$ cat src/rtl/wbr_ctrl_pkg.sv
// Shared types for the wrapper boundary scan controller: instruction and FSM
// encodings plus the instruction-to-cell-configuration decode.
package wbr_ctrl_pkg;

    typedef enum logic [1:0] {
        BYPASS = 2'b00,
        INTEST = 2'b01,
        EXTEST = 2'b10,
        SAFE   = 2'b11
    } instr_e;

    typedef enum logic [2:0] {
        IDLE,
        CAPTURE,
        SHIFT,
        TRANSFER,
        UPDATE,
        DONE
    } state_e;

    typedef struct packed {
        logic mode;
        logic io_face;
        logic safe;
    } cfg_t;

    function automatic cfg_t decode_cfg(input instr_e ins);
        cfg_t cfg;
        case (ins)
            INTEST:  cfg = '{mode: 1'b1, io_face: 1'b1, safe: 1'b0};
            EXTEST:  cfg = '{mode: 1'b1, io_face: 1'b0, safe: 1'b0};
            SAFE:    cfg = '{mode: 1'b1, io_face: 1'b0, safe: 1'b1};
            default: cfg = '{mode: 1'b0, io_face: 1'b0, safe: 1'b0};
        endcase
        return cfg;
    endfunction

    // Only INTEST and EXTEST walk the chain; BYPASS and SAFE just reconfigure.
    function automatic logic is_scan(input instr_e ins);
        return (ins == INTEST) || (ins == EXTEST);
    endfunction

endpackage

$ cat src/rtl/wbr_scan_shreg.sv
// Paired shift registers: a PISO that feeds the chain input bit 0 first and a
// SIPO that gathers the chain output so the first bit lands in par_out[0].
module wbr_scan_shreg #(
    parameter int CHAIN_LEN = 16
) (
    input  logic                 wrck,
    input  logic                 arst,
    input  logic                 load,
    input  logic                 shift_en,
    input  logic [CHAIN_LEN-1:0] par_in,
    input  logic                 si,
    output logic                 so,
    output logic [CHAIN_LEN-1:0] par_out
);

    logic [CHAIN_LEN-1:0] pat_q;
    logic [CHAIN_LEN-1:0] resp_q;

    // NOTE: sequential state uses non-blocking assignments so every register
    // samples pre-edge values regardless of statement order.
    always_ff @(posedge wrck or posedge arst) begin
        if (arst) begin
            pat_q  <= '0;
            resp_q <= '0;
        end else if (load) begin
            pat_q  <= par_in;
            resp_q <= '0;
        end else if (shift_en) begin
            pat_q  <= pat_q >> 1;
            resp_q <= {si, resp_q[CHAIN_LEN-1:1]};
        end
    end

    assign so      = pat_q[0];
    assign par_out = resp_q;

endmodule

$ cat src/rtl/wbr_scan_ctrl.sv
// Wrapper boundary scan sequencer: latches an instruction on start and runs
// capture / shift / transfer / update over a chain of CHAIN_LEN cells.
module wbr_scan_ctrl
    import wbr_ctrl_pkg::*;
#(
    parameter int CHAIN_LEN = 16
) (
    input  logic                 wrck,
    input  logic                 arst,
    input  logic                 start,
    input  logic [1:0]           instr,
    input  logic [CHAIN_LEN-1:0] pat_in,
    input  logic                 wso,
    output logic                 wsi,
    output logic                 shift,
    output logic                 capture,
    output logic                 transfer,
    output logic                 update,
    output logic                 mode,
    output logic                 io_face,
    output logic                 safe,
    output logic                 busy,
    output logic                 done,
    output logic [CHAIN_LEN-1:0] resp
);

    localparam int CNT_W = $clog2(CHAIN_LEN + 1);

    state_e           state_q;
    state_e           state_d;
    instr_e           ir_q;
    logic [CNT_W-1:0] cnt_q;
    logic             accept;
    logic             shift_last;
    logic             pat_bit;
    cfg_t             cfg;

    assign accept     = (state_q == IDLE) && start;
    assign shift_last = (cnt_q == CNT_W'(CHAIN_LEN - 1));

    always_ff @(posedge wrck or posedge arst) begin
        if (arst) begin
            state_q <= IDLE;
            ir_q    <= BYPASS;
            cnt_q   <= '0;
        end else begin
            state_q <= state_d;
            if (accept) begin
                ir_q  <= instr_e'(instr);
                cnt_q <= '0;
            end else if (state_q == SHIFT) begin
                cnt_q <= cnt_q + CNT_W'(1);
            end
        end
    end

    // NOTE: every output of this block gets a default first, so no path
    // through the case can leave a latch behind.
    always_comb begin
        state_d  = state_q;
        capture  = 1'b0;
        shift    = 1'b0;
        transfer = 1'b0;
        update   = 1'b0;
        done     = 1'b0;
        wsi      = 1'b0;
        busy     = (state_q != IDLE);
        case (state_q)
            IDLE: begin
                if (start) state_d = is_scan(instr_e'(instr)) ? CAPTURE : DONE;
            end
            CAPTURE: begin
                capture = 1'b1;
                state_d = SHIFT;
            end
            SHIFT: begin
                shift = 1'b1;
                wsi   = pat_bit;
                if (shift_last) state_d = TRANSFER;
            end
            TRANSFER: begin
                transfer = 1'b1;
                state_d  = UPDATE;
            end
            UPDATE: begin
                update  = 1'b1;
                state_d = DONE;
            end
            DONE: begin
                done    = 1'b1;
                state_d = IDLE;
            end
            default: state_d = IDLE;
        endcase
    end

    // Configuration follows the latched instruction, never the live input.
    assign cfg     = decode_cfg(ir_q);
    assign mode    = cfg.mode;
    assign io_face = cfg.io_face;
    assign safe    = cfg.safe;

    wbr_scan_shreg #(
        .CHAIN_LEN(CHAIN_LEN)
    ) u_shreg (
        .wrck     (wrck),
        .arst     (arst),
        .load     (accept),
        .shift_en (state_q == SHIFT),
        .par_in   (pat_in),
        .si       (wso),
        .so       (pat_bit),
        .par_out  (resp)
    );

endmodule

$ cat config.mk
export PLATFORM = sky130hd
export DESIGN_NAME = wbr_scan_ctrl
export DESIGN_NICKNAME = d
export VERILOG_FILES = /design/src/rtl/wbr_ctrl_pkg.sv /design/src/rtl/wbr_scan_shreg.sv /design/src/rtl/wbr_scan_ctrl.sv
export SDC_FILE = /design/constraint.sdc
export NUM_CORES = 1
export LEC_CHECK = 0
export CAP_MARGIN = 5
export CORE_ASPECT_RATIO = 1.5
export CORE_MARGIN = 2
export CORE_UTILIZATION = 52
export DETAILED_ROUTE_END_ITERATION = 10
export GPL_TIMING_DRIVEN = 1
export PLACE_DENSITY = 0.84
export SYNTH_ARGS = -nofsm -noshare
export SYNTH_HDL_FRONTEND = slang
export SYNTH_SLANG_ARGS = --single-unit
$ cat constraint.sdc
create_clock -name wrck -period 3.7 [get_ports wrck]
set_input_delay 0.74 -clock wrck [delete_from_list [all_inputs] [get_ports wrck]]
set_output_delay 0.74 -clock wrck [all_outputs]
set_load 0.01 [all_outputs]
==> impl_metrics.toml <==
[outcome]
status = "completed"

[grt]
grt_pass1_vias = 1296
grt_antenna_before_repair = 0
gr-total-overflow = 0
track_usage_pct = 19.2
grt_pass1_wl_um = 5730
grt_max_degree = 36

[sta]
rsz0062_at_grt = "false"
hold_violations = 0
layout_min_cycle_time_ns = 2.75
finalClockSkew_ns = 0.00344
drv_slew = 0
slew-limit-headroom_pct = 52.0
fin_tns_setup_ns = 0
max_freq_ghz = 0.364
final.period_utilization_pct = 74.3
worst_slew_pin_slew_ns = 0.718
setup_viol = 0

[clock_tree]
cts_resized = 0
postCtsHoldBufs = 0
cts_setup_buffers = 0
clk_pin_slew_worst_paths_ns = 0.07
clk_latency_ns = 0.28
clock_sink_count = 42
cts_made_buffers = 5
ctsRootBufferMaster = "clkbuf_8"
cts.path.max_buffers = 2
tritoncts = "done"
cts_max_level = 2

[cells_and_area]
n_fill_cell = 266
fin_util_pct = 69.8
area_delta_synth_final_pct = 27.4
final_cells = 225
final_nets = 207
drive_above_1_share_pct = 14.2
diodes = 0

[detailed_routing]
drc = 0
drtPass1Iterations = 4
finalWirelength_um = 3490
postRouteAntennaNets = 0
viasPerCell = 5.71
drt_iter0_markers = 11
vias = 1285
wl_per_cell_um = 15.5

[floorplanning]
dieArea_mm2 = 0.00410
core_mm2 = 0.00342
row_count = 26
initial_core_util_pct = 54.8
die_h_um = 77.5
io_pins = 48
die_w_um = 53.0

[power_and_ir_drop]
p_per_area_mw_per_mm2 = 677
p_leak_nw = 1.16
worst_ir_drop_vdd_mv = 0.481

[synthesis]
syn-cell-area_mm2 = 0.00187
yosysMostFrequentCell = "dfrtp_1"
synth_ff_type = "dfrtp_1"
syn-num-nets = 161
synth_area_leaders = "dfrtp_1 56%, a22o_1 14%, a21o_1 6.0%, buf_6 4.2%, a22o_2 2.1%"
syn_inst = 137
yosys.area.top_type = "dfrtp_1"
yosysWarningCount = 0
synth_top_area_share_pct = 56.2
synth.distinct_cells = 29
synth-edff-count = 0
synth_area_per_cell_um2 = 13.7
synth.yosys.seq_area_share_pct = 56.2
async_flop_share_pct = 100
synth_common_cells = "42 x dfrtp_1, 30 x a22o_1, 15 x a21o_1, 7 x buf_6"
ys_seq_elements = 42

[placed_design]
numPlacedInstances = 218
routabilityCongestion = 0.732
port-buffer-count = 47
dp_hpwl_um = 2380

[worst_setup_path]
cp_data_required_time_ns = 2.96
setup.worst_path.class = "register to primary output"
cp-start-kind = "register"
worstSetupEndpointType = "primary output"
worst-path-max-fanout = 11
crit_arrival_ns = 2.01

[job]
cap_viol_max_count = 0

[hold_path]
hp-class = "register to register"
where the power goes:
group	internal, mW	switching (mW)	leakage (nW)	total [mW]
logic	0.352	0.278	0.571	0.630
registers	0.597	0.118	0.552	0.715
clock network	0.130	0.139	0.0383	0.269
cells in the final DEF, fill, tap and decap left out, drive strengths merged:
cell / instances
nor2: 5
mux2i: 1
and2: 3
mux2: 3
a311o: 1
nor2b: 1
or3: 1
dfrtp: 42
xnor2: 2
nor4b: 1
buf: 3
inv: 3
and4bb: 1
nand2: 1
ha: 2
and3b: 2
or2: 2
clkdlybuf4s50: 47
nand4: 1
o22a: 1
nor3b: 2
a21o: 15
nand2b: 1
a22o: 34
clkbuf: 7
and3: 1
state kept, by name, indices dropped and copies added (netlist names):
register / cells
u_shreg.pat_q: 16
ir_q: 2
state_q: 3
cnt_q: 5
u_shreg.par_out: 16
cells by family (layout without fill, tap and decap cells):
family	count (synthesis)	in the layout	share of synthesized area (%)
compound gates	51	51	23.3
xor+xnor	2	2	0.937
fa+ha+maj	2	2	1.34
buf+inv	14	60	6.42
flops	42	42	56.2
mux	4	4	2.34
simple gates	22	22	9.50
layout make-up:
type	count	area, µm²	share of cell area [%]
clock buffers	7	76.3	3.20
inverters	3	11.3	0.472
multi-input cells	81	699	29.3
flip-flops and latches	42	1050	44.1
well taps	42	52.6	2.20
repair buffers	50	493	20.7
worst max-delay path, stage by stage (launching register included):
cell and delay [ns]:
dfrtp_1 0.52, nor3b_4 0.49, and2_1 0.20, clkdlybuf4s50_1 0.53
layer usage:
metal  up-vias  GRT usage (%)  routed length (µm)
li1        600              -                   -
met1       641           23.3                1470
met2        40           30.3                1790
met3         4           5.19                 168
met4         0           10.3                  55
met5         -              0                   0
metrics by stage:
step | cell area (µm²) | power, mW | setup slack, ns | hold slack [ns]
final | 2380 | 1.61 | 0.951 | 0.475
after global placement | 2310 | 1.32 | 1.25 | 0.455
after CTS | 2380 | 1.64 | 0.924 | 0.477
after global routing | 2380 | 1.72 | 0.804 | 0.492
after detailed placement | 2310 | 1.36 | 1.21 | 0.460
after floorplan | 1870 | 1.21 | 1.69 | 0.438
path summary, 6_finish.rpt:
check                                              from                              to  slack, ns  depth (start not counted)
max                              state_q[1]$_DFFE_PP0P_                             wsi       0.95                          3
min                        u_shreg.pat_q[0]$_DFFE_PP0P_    u_shreg.pat_q[0]$_DFFE_PP0P_       0.48                          1
max reg2reg                      state_q[1]$_DFFE_PP0P_            cnt_q[0]$_DFFE_PP0P_       1.67                          4
min reg2reg                u_shreg.pat_q[0]$_DFFE_PP0P_    u_shreg.pat_q[0]$_DFFE_PP0P_       0.48                          1
max in group asynchronous                          arst  u_shreg.par_out[4]$_DFFE_PP0P_       2.12                          3
min in group asynchronous                          arst    u_shreg.pat_q[1]$_DFFE_PP0P_       0.82                          2
Note: power is estimated with default switching activity, not from simulation.
